`config.mk`:
```
export PLATFORM = sky130hd
export DESIGN_NAME = adc_capture_buf
export DESIGN_NICKNAME = d
export VERILOG_FILES = /design/src/rtl/adc_capture_buf.sv
export SDC_FILE = /design/constraint.sdc
export NUM_CORES = 1
export LEC_CHECK = 0
export BUFFER_PORTS_ARGS = -buffer_cell sky130_fd_sc_hd__buf_2
export CAP_MARGIN = 20
export CORE_MARGIN = 5
export CORE_UTILIZATION = 30
export CTS_BUF_LIST = sky130_fd_sc_hd__clkbuf_4 sky130_fd_sc_hd__clkbuf_8 sky130_fd_sc_hd__clkbuf_16
export CTS_CLUSTER_SIZE = 28
export DETAILED_ROUTE_END_ITERATION = 6
export MAX_ROUTING_LAYER = met4
export PLACE_DENSITY_LB_ADDON = 0.1
export SYNTH_ARGS = -nofsm -noshare
export SYNTH_HDL_FRONTEND = slang
export SYNTH_SLANG_ARGS = --single-unit
```
`constraint.sdc`:
```
create_clock -name clk -period 7 [get_ports clk]
set_input_delay 0.7 -clock clk [delete_from_list [all_inputs] [get_ports clk]]
set_output_delay 0.7 -clock clk [all_outputs]
set_load 0.01 [all_outputs]
```
`src/rtl/adc_capture_buf.sv`:
```
// Multi-lane ADC stream capture engine: arm/trigger, decimate and write a
// fixed-length record of each enabled lane into its own BRAM write port.
module adc_capture_buf #(
  parameter int unsigned NCHAN       = 2,
  parameter int unsigned DATA_WIDTH  = 64,
  parameter int unsigned ADDR_WIDTH  = 13,
  parameter int unsigned DECIM_WIDTH = 8
) (
  input  logic                            clk,
  input  logic                            rst,
  input  logic [NCHAN-1:0]                s_valid,
  input  logic [NCHAN*DATA_WIDTH-1:0]     s_data,
  output logic [NCHAN-1:0]                s_ready,
  input  logic [NCHAN-1:0]                chan_mask,
  input  logic [ADDR_WIDTH:0]             length,
  input  logic [DECIM_WIDTH-1:0]          decim,
  input  logic                            trig_mode,
  input  logic                            start,
  input  logic                            stop,
  input  logic                            trig,
  output logic [NCHAN-1:0]                bram_en,
  output logic [NCHAN*DATA_WIDTH/8-1:0]   bram_we,
  output logic [NCHAN*ADDR_WIDTH-1:0]     bram_addr,
  output logic [NCHAN*DATA_WIDTH-1:0]     bram_din,
  output logic                            busy,
  output logic                            done,
  output logic [ADDR_WIDTH:0]             count,
  output logic                            skew_err
);

  localparam int unsigned BW = DATA_WIDTH / 8;
  localparam logic [ADDR_WIDTH:0] FULL_LEN = (ADDR_WIDTH+1)'(1) << ADDR_WIDTH;

  typedef enum logic [1:0] {IDLE, ARMED, CAPTURE, DONE} state_t;

  state_t                 state;
  logic [NCHAN-1:0]       mask_q;
  logic [ADDR_WIDTH:0]    len_q;
  logic [DECIM_WIDTH-1:0] decim_q;
  logic [DECIM_WIDTH-1:0] dcnt;
  logic                   trig_mode_q;

  logic [ADDR_WIDTH:0]    len_eff;
  logic [NCHAN-1:0]       valid_en;
  logic                   qualified;
  logic                   skew;

  // Zero or anything at/above the BRAM depth both mean a full-depth record.
  assign len_eff   = (length == '0 || length[ADDR_WIDTH]) ? FULL_LEN : length;
  assign valid_en  = s_valid & mask_q;
  assign qualified = (valid_en == mask_q);
  assign skew      = (valid_en != '0) && (valid_en != mask_q);

  // ADC streams cannot be stalled; ready only drops while held in reset.
  assign s_ready = {NCHAN{~rst}};

  always_ff @(posedge clk or posedge rst) begin
    if (rst) begin
      state       <= IDLE;
      mask_q      <= '0;
      len_q       <= '0;
      decim_q     <= '0;
      dcnt        <= '0;
      trig_mode_q <= 1'b0;
      bram_en     <= '0;
      bram_we     <= '0;
      bram_addr   <= '0;
      bram_din    <= '0;
      busy        <= 1'b0;
      done        <= 1'b0;
      count       <= '0;
      skew_err    <= 1'b0;
    end else begin
      bram_en   <= '0;
      bram_we   <= '0;
      bram_addr <= '0;
      bram_din  <= '0;

      if ((state == ARMED || state == CAPTURE) && skew)
        skew_err <= 1'b1;

      case (state)
        IDLE, DONE: begin
          if (start && !stop) begin
            mask_q      <= chan_mask;
            len_q       <= len_eff;
            decim_q     <= decim;
            trig_mode_q <= trig_mode;
            count       <= '0;
            dcnt        <= '0;
            skew_err    <= 1'b0;
            busy        <= 1'b1;
            done        <= 1'b0;
            state       <= ARMED;
          end
        end
        ARMED: begin
          if (stop) begin
            busy  <= 1'b0;
            done  <= 1'b1;
            state <= DONE;
          end else if (!trig_mode_q || trig) begin
            state <= CAPTURE;
          end
        end
        CAPTURE: begin
          if (stop || count == len_q || mask_q == '0) begin
            busy  <= 1'b0;
            done  <= 1'b1;
            state <= DONE;
          end else if (qualified) begin
            dcnt <= (dcnt == decim_q) ? '0 : dcnt + DECIM_WIDTH'(1);
            if (dcnt == '0) begin
              for (int unsigned i = 0; i < NCHAN; i++) begin
                if (mask_q[i]) begin
                  bram_en[i]                           <= 1'b1;
                  bram_we[i*BW +: BW]                  <= '1;
                  bram_addr[i*ADDR_WIDTH +: ADDR_WIDTH] <= count[ADDR_WIDTH-1:0];
                  bram_din[i*DATA_WIDTH +: DATA_WIDTH] <= s_data[i*DATA_WIDTH +: DATA_WIDTH];
                end
              end
              count <= count + (ADDR_WIDTH+1)'(1);
            end
          end
        end
        default: state <= IDLE;
      endcase
    end
  end

endmodule
```
Word level (Yosys, flattened, before mapping)
Index checks and enable logic that the tools add are counted.
W data, S select, Z words.
{ "word_totals": {"in_bits": 160, "elab_cells": 105, "ff_bits": 224} }
{ "classes": {"addsub": 2, "n_mux": 51, "bitwise_logic": 2, "n_reduce_logical": 22, "eq_ne": 14} }
{ "ops": {"columns": ["operator", "n"], "rows": [
  ["$mux W128", 4],
  ["$mux W64", 2],
  ["$mux W26", 4],
  ["$mux W14", 5],
  ["$mux W16", 4],
  ["$mux W8", 6],
  ["$pmux W14 S2", 1],
  ["$mux W13", 2],
  ["$mux W2", 8],
  ["$pmux W8 S2", 1],
  ["$add A14 B1 Y14 const B", 1],
  ["$eq A14 B14 Y1", 1],
  ["$logic_not A14 Y1", 1],
  ["$mux W1", 11],
  ["$add A8 B1 Y8 const B", 1],
  ["$eq A8 B8 Y1", 1],
  ["$logic_not A8 Y1", 1],
  ["$ne A2 B2 Y1 const B", 4],
  ["$pmux W1 S3", 2],
  ["$pmux W2 S3", 1],
  ["$reduce_and A3 Y1", 2],
  ["$logic_or A1 B1 Y1", 5],
  ["$reduce_and A5 Y1", 1],
  ["$eq A2 B2 Y1 const B", 2],
  ["14 further kinds", 20]
]} }

Logic depth before layout (Yosys ltp)
Gate-level depths: netlist of run 1.
{ "depth": {"ltp_word": 7, "ltp_mapped": 9, "depth_no_buf": 7} }

Worst setup path before layout of run 1
Ideal clock, no wire load.
{ "synth_path": {"path_kind": "input -> output", "start": "input port rst", "end": "output port s_ready[1]", "path_stages": 2, "setup_slack_ns": 0.687, "arrival_ns": 5.613, "t_required_ns": 6.300, "path_cell_list": "inv_1 -> buf_4"} }
{ "synth_between": {"elab_chain_len": 1} }
{ "synth_rtl": {"columns": ["element", "line", "text"], "rows": [
  ["start: declaration", "10", "input logic rst,"],
  ["$not A1 Y1", "55", "assign s_ready = {NCHAN{~rst}};"],
  ["end: declaration", "13", "output logic [NCHAN-1:0] s_ready,"]
]} }
No other way between the ends.

Worst setup path after layout of run 1
{ "layout_path": {"start": "register state[0]", "end": "register count[0]"} }
{ "layout_between": {"elab_chain_len": 4} }
{ "layout_rtl": {"columns": ["element", "line", "text"], "rows": [
  ["start: declaration", "36", "state_t state;"],
  ["start signal: assignment", "59", "state <= IDLE;"],
  ["start signal: assignment", "94", "state <= ARMED;"],
  ["start signal: assignment", "101", "state <= DONE;"],
  ["$eq A2 B2 Y1 / $logic_not A2 Y1 (equally long branches)", "82", "case (state)"],
  ["$reduce_or A2 Y1", "82", null],
  ["$ne A2 B2 Y1 (no line) / $reduce_bool A2 Y1 (equally long branches)", null, null],
  ["$reduce_and A5 Y1 (no line)", null, null],
  ["end signal: assignment", "122", "count <= count + (ADDR_WIDTH+1)'(1);"],
  ["end: declaration", "27", "output logic [ADDR_WIDTH:0] count,"]
]} }
Parallel ways exist; a longest one is shown, timed or not.
A chain may end at the register's enable or synchronous reset.

==> impl_metrics.env, run 1 <==
export IMPL_outcome="finished, final reports clean"
export IMPL_num_vias=5762
export IMPL_path_clk_slew_ns=0.06
export IMPL_layout_commonest_cell="buf_2"
export IMPL_slew_violations=0
export IMPL_period_share=0.436
export IMPL_final_cells=1334
export IMPL_rsz0062_at_grt="false"
export IMPL_viasPerCell=4.32
export IMPL_wirelength_mm=23.3
export IMPL_worstPathRequired_ns=7.44
export IMPL_async_flop_share=1.00
export IMPL_netlist_instances=648
export IMPL_dp_cells=1290
export IMPL_rrSetupSlack_ns=3.94
export IMPL_max_clock_path_buffers=3
export IMPL_multi_input_area_um2=2510
export IMPL_core_area_um2=26200
export IMPL_synth_edff_count=0
export IMPL_die_w_um=173
export IMPL_clock_skew_ns=0.0143
export IMPL_ios=351
export IMPL_setup_viol=0
export IMPL_layout_drive_gt1_share=0.419
export IMPL_grt_pass1_wl_mm=36.1
export IMPL_grt_max_degree=127
export IMPL_synthTopCellsByArea="dfrtp_1 (65%), and2_1 (12%), xnor2_1 (2.4%), nand2_1 (2.2%), buf_4 (1.6%)"
export IMPL_cts_setup_buffers=0
export IMPL_netlist_area_leader_share=0.650
export IMPL_gr_total_overflow=0
export IMPL_yosysSeqAreaShare=0.650
export IMPL_post_cts_resized=0
export IMPL_ff_latch_area_um2=5200
export IMPL_area_growth_pct=34.8
export IMPL_root_buffer="clkbuf_16"
export IMPL_synth_ff_type="dfrtp_1"
export IMPL_hold_violations=0
export IMPL_endpoint_kind="flop"
export IMPL_gp_congestion=0.738
export IMPL_worst_pin_slew_ns=1.04
export IMPL_die_y_um=173
export IMPL_wl_per_cell_um=17.4
export IMPL_final_cell_mix="buf_2 (350), dfrtp_1 (208), and2_1 (155), nand2_1 (48), clkbuf_16 (25)"
export IMPL_synth_distinct_cells=44
export IMPL_syn_nets=813
export IMPL_ir_drop_uv=158
export IMPL_initial_core_util=0.306
export IMPL_clock_latency_ns=0.52
export IMPL_placed_area_um2=9980
export IMPL_antenna_found_initial=2
export IMPL_hp_class="in -> async"
export IMPL_finalWorstSetupSlack_ns=3.94
export IMPL_crit_fanout=39
export IMPL_syn_area_um2=8010
export IMPL_synth_top_area_cell="dfrtp_1"
export IMPL_ys_ff_latch=208
export IMPL_drt_iter0_markers=375
export IMPL_start_kind="flop"
export IMPL_num_rows=59
export IMPL_arrival_ns=3.50
export IMPL_place_ws_ns=3.93
export IMPL_firstDrtPassIters=4
export IMPL_cts_sinks=208
export IMPL_cts_made_buffers=25
export IMPL_leakage_nw=5.93
export IMPL_htree_num_levels=1
export IMPL_grt_pass1_vias=5849
export IMPL_ant_nets=0
export IMPL_drc=0
export IMPL_ys_warn_count=0
export IMPL_cts_tree="yes"
export IMPL_period_needed_ns=3.06
export IMPL_fmax_mhz=327
export IMPL_nFillCells=2596
export IMPL_critPathKind="reg -> reg"
export IMPL_cap_violations=0
export IMPL_port_buffers=350
export IMPL_hold_buffers=0
export IMPL_power_per_cell_area_nw_per_um2=300
export IMPL_grt_use_total=0.156
export IMPL_fin_nets=1147
export IMPL_relSlewSlack=0.307
export IMPL_fin_util=0.412
export IMPL_fin_tns_setup_ns=0
export IMPL_dieArea_um2=30100
export IMPL_final_area_um2=10800
export IMPL_hpwl_mm=16.9
export IMPL_syn_area_per_cell_um2=12.4
[routing by layer]
| layer | share of wire | GRT usage | up-vias |
|---|---|---|---|
| met4 | 0.018 | 0.0356 | 0 |
| li1 | - | - | 2778 |
| met2 | 0.51 | 0.266 | 221 |
| met1 | 0.39 | 0.186 | 2730 |
| met3 | 0.080 | 0.0421 | 33 |
| met5 | 0 | - | - |
[area by class of cell]
type / instances / area share
antenna: 2 / 0.000463
clock buffer: 38 / 0.0710
clock inverter: 4 / 0.00487
inverter: 10 / 0.00417
multi-input combinational: 383 / 0.233
sequential: 208 / 0.482
tap: 335 / 0.0388
timing repair buffer: 354 / 0.166
[cells in the mapped netlist, types with 2 or more instances]
| cell type | number |
|---|---|
| and2_1 | 155 |
| mux2i_1 | 2 |
| nor3_1 | 4 |
| o21ai_0 | 22 |
| or4_1 | 2 |
| a22o_1 | 4 |
| nand3_1 | 23 |
| buf_4 | 17 |
| nor4_4 | 4 |
| ha_1 | 5 |
| buf_2 | 5 |
| nor4_1 | 2 |
| nand2_1 | 48 |
| mux2_2 | 11 |
| o31ai_1 | 3 |
| dfrtp_1 | 208 |
| and3_1 | 4 |
| nor2_1 | 11 |
| xnor2_1 | 22 |
| clkbuf_1 | 18 |
| inv_1 | 10 |
| nor2b_1 | 5 |
| a22oi_1 | 2 |
| nand4_1 | 7 |
| o221ai_1 | 7 |
| or4b_1 | 5 |
| nand2b_1 | 13 |
| or2_2 | 2 |
| o311ai_0 | 2 |
| nand3b_1 | 6 |
| clkbuf_2 | 6 |
[critical path, cell delays in order, from the launching register on]
cell     delay (ns)
dfrtp_1        0.38
inv_1          0.08
ha_1           0.84
nor3b_4        0.38
o21ai_0        0.12
o22a_1         0.21
buf_4          0.24
or4b_2         0.63
nand3_1        0.10
[worst paths after layout]
path | from | cells past startpoint | endpoint
worst max-delay path | state[0] | 8 | count[0]
worst min-delay path | rst | 2 | bram_din[42]
worst max register to register | state[0] | 8 | count[0]
worst min register to register | skew_err | 2 | skew_err
max in group asynchronous | rst | 3 | dcnt[5]
min in group clk | s_data[91] | 2 | bram_din[91]
[where the power goes]
group          switching (W)  internal, W
Combinational       0.000338     0.000247
Sequential         0.0000798      0.00130
Clock               0.000490     0.000787
[flip-flops by register name (all words and copies together) (netlist names)]
| signal | cells |
|---|---|
| bram_addr | 26 |
| bram_din | 128 |
| bram_we | 2 |
| busy | 1 |
| count | 14 |
| dcnt | 8 |
| decim_q | 8 |
| done | 1 |
| len_q | 14 |
| mask_q | 2 |
| skew_err | 1 |
| state | 2 |
| trig_mode_q | 1 |
[cells by family after synthesis]
| logic type | after synthesis | synth area share |
|---|---|---|
| adder cells (fa/ha/maj) | 5 | 0.00781 |
| buffers and inverters | 57 | 0.0364 |
| AND/OR/NAND/NOR | 295 | 0.223 |
| multiplexers | 13 | 0.0180 |
| XOR/XNOR | 23 | 0.0251 |
| flip-flops | 208 | 0.650 |
| AO/OA/AOI/OAI | 47 | 0.0397 |
[through the flow]
step,total power (W),hold WS (ns)
floorplan,0.00183,0.470
detailed placement,0.00201,0.479
global placement,0.00200,0.473
global route,0.00345,0.315
CTS,0.00331,0.284
finish,0.00325,0.277
(Power assumes the default switching activity.)
==> run 2: changes to the inputs <==
Clock period 7 ns to 2.57 ns, I/O delays scaled along.
==> run 2 against run 1 <==
Core utilization increased by 6.4 points. Clock power rose to 2.8 times the previous value. Cell count is 13% higher. First-iteration DRC count decreased by 1.3%. Maximum frequency up 37%. Largest cell class unchanged.
==> impl_metrics.env, run 2 (synthesis gave the netlist of run 1 again) <==
export IMPL_clock_skew_ns=0.0186
export IMPL_p_int_w=0.00667
export IMPL_relSlewSlack=0.537
export IMPL_cts_sinks=208
export IMPL_period_share=0.869
export IMPL_path_clk_slew_ns=0.05
export IMPL_finalHoldWorstSlack_ns=0.0255
export IMPL_r2r_cells=8
export IMPL_endpoint_kind="flop"
export IMPL_largest_registers="bram_din (128), bram_addr (26)"
export IMPL_worstPathRequired_ns=3.01
export IMPL_outcome="finished, final reports clean"
export IMPL_num_vias=6372
export IMPL_antenna_found_initial=1
export IMPL_cp_slowest_cell="or4b_1"
export IMPL_ios=351
export IMPL_p_clk_frac=0.383
export IMPL_final_cell_mix="buf_2 (350), dfrtp_1 (208), and2_1 (155), dlygate4sd3_1 (146), nand2_1 (48)"
export IMPL_die_y_um=173
export IMPL_gr_total_overflow=0
export IMPL_htree_num_levels=1
export IMPL_core_area_um2=26200
export IMPL_firstDrtPassIters=4
export IMPL_combPwrFrac=0.210
export IMPL_grt_max_degree=119
export IMPL_fmax_mhz=448
export IMPL_hp_start="length[6]"
export IMPL_ir_drop_uv=400
export IMPL_p_switching_w=0.00258
export IMPL_rrSetupSlack_ns=0.34
export IMPL_gp_congestion=0.784
export IMPL_drc=0
export IMPL_rsz0062_at_grt="false"
export IMPL_period_needed_ns=2.23
export IMPL_p_seq_frac=0.406
export IMPL_dieArea_um2=30100
export IMPL_hpwl_mm=17.7
export IMPL_initial_core_util=0.306
export IMPL_clock_latency_ns=0.52
export IMPL_drt_iter0_markers=370
export IMPL_fin_util=0.476
export IMPL_layout_drive_gt1_share=0.378
export IMPL_largest_reg_flops=128
export IMPL_r2r_end="count[13]"
export IMPL_area_growth_pct=55.8
export IMPL_cap_violations=0
export IMPL_start_kind="flop"
export IMPL_num_rows=59
export IMPL_crit_path_max_incr_delay_ns=0.51
export IMPL_cp_cell_sequence="inv_1 -> ha_1 -> o21ai_0 -> o211ai_1 -> o22a_1 -> buf_4 -> or4b_1 -> nand3_1"
export IMPL_post_cts_resized=0
export IMPL_grt_pass1_vias=6665
export IMPL_hp_class="in -> reg"
export IMPL_wirelength_mm=25.0
export IMPL_setup_viol=0
export IMPL_wl_per_cell_um=16.6
export IMPL_r2r_start="state[0]"
export IMPL_min_to="len_q[6]"
export IMPL_grt_use_total=0.166
export IMPL_power_per_cell_area_nw_per_um2=741
export IMPL_grt_pass1_wl_mm=38.9
export IMPL_fin_nets=1313
export IMPL_hold_depth=3
export IMPL_arrival_ns=2.67
export IMPL_die_w_um=173
export IMPL_max_clock_path_buffers=3
export IMPL_swShare=0.279
export IMPL_hold_buffers=146
export IMPL_critPathKind="reg -> reg"
export IMPL_port_buffers=350
export IMPL_largest_register="bram_din"
export IMPL_leakage_nw=6.66
export IMPL_crit_fanout=21
export IMPL_ant_nets=0
export IMPL_worst_pin_slew_ns=0.695
export IMPL_cts_made_buffers=24
export IMPL_viasPerCell=4.24
export IMPL_layout_commonest_cell="buf_2"
export IMPL_cts_tree="yes"
export IMPL_cts_setup_buffers=0
export IMPL_slew_violations=0
export IMPL_root_buffer="clkbuf_16"
export IMPL_hold_violations=0
## run 2: final cells by class
class | instances | area [um2]
diodes | 2 | 5.00
clock buffers | 36 | 741
clock inverters | 7 | 104
fillers | 2452 | 13700
inverters | 10 | 41.3
multi-input cells | 383 | 2510
flip-flops and latches | 208 | 5200
well taps | 335 | 419
repair buffers | 521 | 3450
## run 2: through the flow
step	cells	TNS, ns	cell area, um2	setup slack, ns	total power, W
floorplan	648	-92.57	8010	-1.50	0.00498
global placement	1311	0	10200	0.383	0.00560
detailed placement	1311	0	10200	0.331	0.00561
CTS	1500	0	12500	0.316	0.00942
global route	1501	0	12500	0.0321	0.00976
finish	1502	0	12500	0.336	0.00924
## run 2: how the worst max path moves through the flow
stage | from | end | slack, ns | cells past startpoint
global route | count[2] | dcnt[2] | 0.03 | 8
CTS | count[2] | dcnt[5] | 0.32 | 8
finish | state[0] | count[13] | 0.34 | 8
floorplan | rst | s_ready[1] | -1.50 | 2
global placement | state[0] | count[5] | 0.38 | 8
detailed placement | count[2] | dcnt[5] | 0.33 | 8
## run 2: layer usage
layer  global-route usage  up-vias  share of wire
li1                     -     3109              -
met1                0.192     3011           0.39
met2                0.279      212           0.50
met3               0.0523       40          0.080
met4               0.0472        0          0.029
met5                    -        -              0
## run 2: power by group through the flow
stage                     Sequential (W)  Clock [W]  Combinational [W]
after floorplan                  0.00381          0            0.00118
after global placement           0.00382          0            0.00179
after detailed placement         0.00382          0            0.00179
after CTS                        0.00376    0.00367            0.00198
after global routing             0.00380    0.00378            0.00218
final                            0.00376    0.00355            0.00194
## run 2: critical path: cells and delay by family (launching register included)
| kind | cells | cell delay, ns |
|---|---|---|
| AOI/OAI and AO/OA | 3 | 0.58 |
| adders and majority gates | 1 | 0.36 |
| buffers and inverters | 2 | 0.29 |
| DFF | 1 | 0.35 |
| and+or+nand+nor | 2 | 0.60 |
==> run 3: changes to the inputs <==
Settings changed: CORE_UTILIZATION 30 to 35, RECOVER_POWER set to 25.
Clock period 2.57 ns to 2.35 ns, I/O delays scaled along.
==> run 3 against run 2 <==
The flow now finishes with violations (max-capacitance violations, max-slew violations). Sequential cell count did not move. Clock skew fell by 0.0090 ns. Register-to-register slack got worse by 0.19 ns. Global-route usage rose by 2.6 points. First-iteration DRC count fell by 8.9%. Critical path type unchanged. Critical endpoint is now count[0].
==> impl_metrics.env, run 3 (synthesis gave the netlist of run 1 again) <==
export IMPL_core_area_um2=22600
export IMPL_fmax_mhz=453
export IMPL_cp_cell_sequence="inv_1 -> ha_1 -> o21ai_0 -> o21ai_0 -> o22a_1 -> buf_12 -> or4b_2 -> nand3_1"
export IMPL_finalWorstSetupSlack_ns=0.141
export IMPL_root_buffer="clkbuf_16"
export IMPL_ir_drop_uv=770
export IMPL_start_kind="flop"
export IMPL_gp_congestion=0.828
export IMPL_place_ws_ns=0.108
export IMPL_cts_made_buffers=24
export IMPL_drc=0
export IMPL_cts_sinks=208
export IMPL_critPathKind="reg -> reg"
export IMPL_worstPathRequired_ns=2.79
export IMPL_r2r_start="state[0]"
export IMPL_die_w_um=161
export IMPL_power_per_cell_area_nw_per_um2=812
export IMPL_hpwl_mm=17.2
export IMPL_rsz0062_at_grt="false"
export IMPL_relSlewSlack=-0.0564
export IMPL_path_clk_slew_ns=0.06
export IMPL_min_to="len_q[11]"
export IMPL_num_rows=55
export IMPL_firstDrtPassIters=4
export IMPL_ios=351
export IMPL_r2r_cells=8
export IMPL_p_int_w=0.00735
export IMPL_endpoint_kind="flop"
export IMPL_fin_nets=1323
export IMPL_setup_viol=0
export IMPL_combPwrFrac=0.222
export IMPL_p_seq_frac=0.403
export IMPL_viasPerCell=4.44
export IMPL_swShare=0.276
export IMPL_largest_registers="bram_din (128), bram_addr (26)"
export IMPL_num_vias=6492
export IMPL_cap_violations=1
export IMPL_arrival_ns=2.65
export IMPL_hold_depth=3
export IMPL_violations="max-capacitance violations, max-slew violations"
export IMPL_clock_latency_ns=0.51
export IMPL_leakage_nw=6.71
export IMPL_finalHoldWorstSlack_ns=0.0134
export IMPL_initial_core_util=0.355
export IMPL_cts_setup_buffers=0
export IMPL_nFillCells=1964
export IMPL_ant_nets=0
export IMPL_p_total_w=0.0101
export IMPL_worst_pin_slew_ns=1.58
export IMPL_cp_common_cell="o21ai_0"
export IMPL_hold_violations=0
export IMPL_area_growth_pct=55.9
export IMPL_crit_fanout=32
export IMPL_slew_violations=115
export IMPL_final_cell_mix="buf_2 (349), dfrtp_1 (208), and2_1 (155), dlygate4sd3_1 (151), nand2_1 (48)"
export IMPL_wl_per_cell_um=16.8
export IMPL_hp_start="length[11]"
export IMPL_grt_pass1_wl_mm=38.6
export IMPL_layout_commonest_cell="buf_2"
export IMPL_htree_num_levels=1
export IMPL_wirelength_mm=24.5
export IMPL_port_buffers=350
export IMPL_die_y_um=161
export IMPL_rrSetupSlack_ns=0.14
export IMPL_antenna_found_initial=1
export IMPL_clock_skew_ns=0.00966
export IMPL_crit_path_max_incr_delay_ns=0.60
export IMPL_period_share=0.940
export IMPL_cts_tree="yes"
export IMPL_grt_use_total=0.192
export IMPL_largest_register="bram_din"
export IMPL_largest_reg_flops=128
export IMPL_outcome="finished with violations"
export IMPL_cp_slowest_cell="or4b_2"
export IMPL_grt_pass1_vias=6780
export IMPL_drt_iter0_markers=337
export IMPL_gr_total_overflow=0
export IMPL_max_clock_path_buffers=3
export IMPL_p_switching_w=0.00279
export IMPL_period_needed_ns=2.21
export IMPL_p_clk_frac=0.375
export IMPL_dieArea_um2=26000
export IMPL_hp_class="in -> reg"
export IMPL_r2r_end="count[0]"
export IMPL_grt_max_degree=115
export IMPL_layout_drive_gt1_share=0.378
run 3: cell type report:
| cell class | instances | area [um2] | share of cell area |
|---|---|---|---|
| diodes | 1 | 2.50 | 0.000200 |
| clock buffers | 35 | 732 | 0.0586 |
| clock inverters | 9 | 95.1 | 0.00762 |
| inverters | 10 | 38.8 | 0.00311 |
| multi-input cells | 383 | 2510 | 0.201 |
| flip-flops and latches | 208 | 5200 | 0.417 |
| well taps | 285 | 357 | 0.0286 |
| repair buffers | 531 | 3540 | 0.284 |
run 3: repair_timing:
action / in CTS / in global routing
hold buffers: 151 / 0
setup endpoints to repair: 0 / 43
resized for setup: 0 / 1
hold endpoints to repair: 151 / 0
run 3: stage by stage:
stage	cells	area [um2]	TNS [ns]	utilization
floorplan	648	8010	-134.11	-
global placement	1266	10200	0	0.450
detailed placement	1266	10200	0	0.450
CTS	1461	12500	0	0.554
global route	1462	12500	0	0.553
finish	1462	12500	0	0.553
run 3: power groups by stage:
stage / sequential [W] / clock, W / combinational (W)
floorplan: 0.00416 / 0 / 0.00129
global placement: 0.00415 / 0 / 0.00208
detailed placement: 0.00415 / 0 / 0.00209
CTS: 0.00409 / 0.00392 / 0.00230
global route: 0.00412 / 0.00407 / 0.00252
finish: 0.00408 / 0.00380 / 0.00226
run 3: per-layer routing:
metal / up-vias / share of wire / GRT usage
met4: 0 / 0.036 / 0.0698
met1: 3069 / 0.40 / 0.232
li1: 3133 / - / -
met3: 57 / 0.076 / 0.0500
met2: 233 / 0.49 / 0.312
met5: - / 0 / -
run 3: how the worst max path moves through the flow:
stage / to / slack, ns / from
3_3_place_gp: dcnt[2] / 0.13 / count[5]
2_1_floorplan: s_ready[1] / -1.68 / rst
6_report: count[0] / 0.14 / state[0]
3_5_place_dp: bram_din[72] / 0.11 / dcnt[4]
5_1_grt: dcnt[2] / 0.005 / count[2]
4_1_cts: bram_din[72] / 0.09 / dcnt[4]
run 3: worst max-delay path: cells and delay by family, from the launching register on:
kind                     cells  cell delay (ns)
buffers and inverters        2             0.23
AO/OA/AOI/OAI                3             0.55
flip-flops                   1             0.34
adder cells (fa/ha/maj)      1             0.32
AND/OR/NAND/NOR              2             0.70
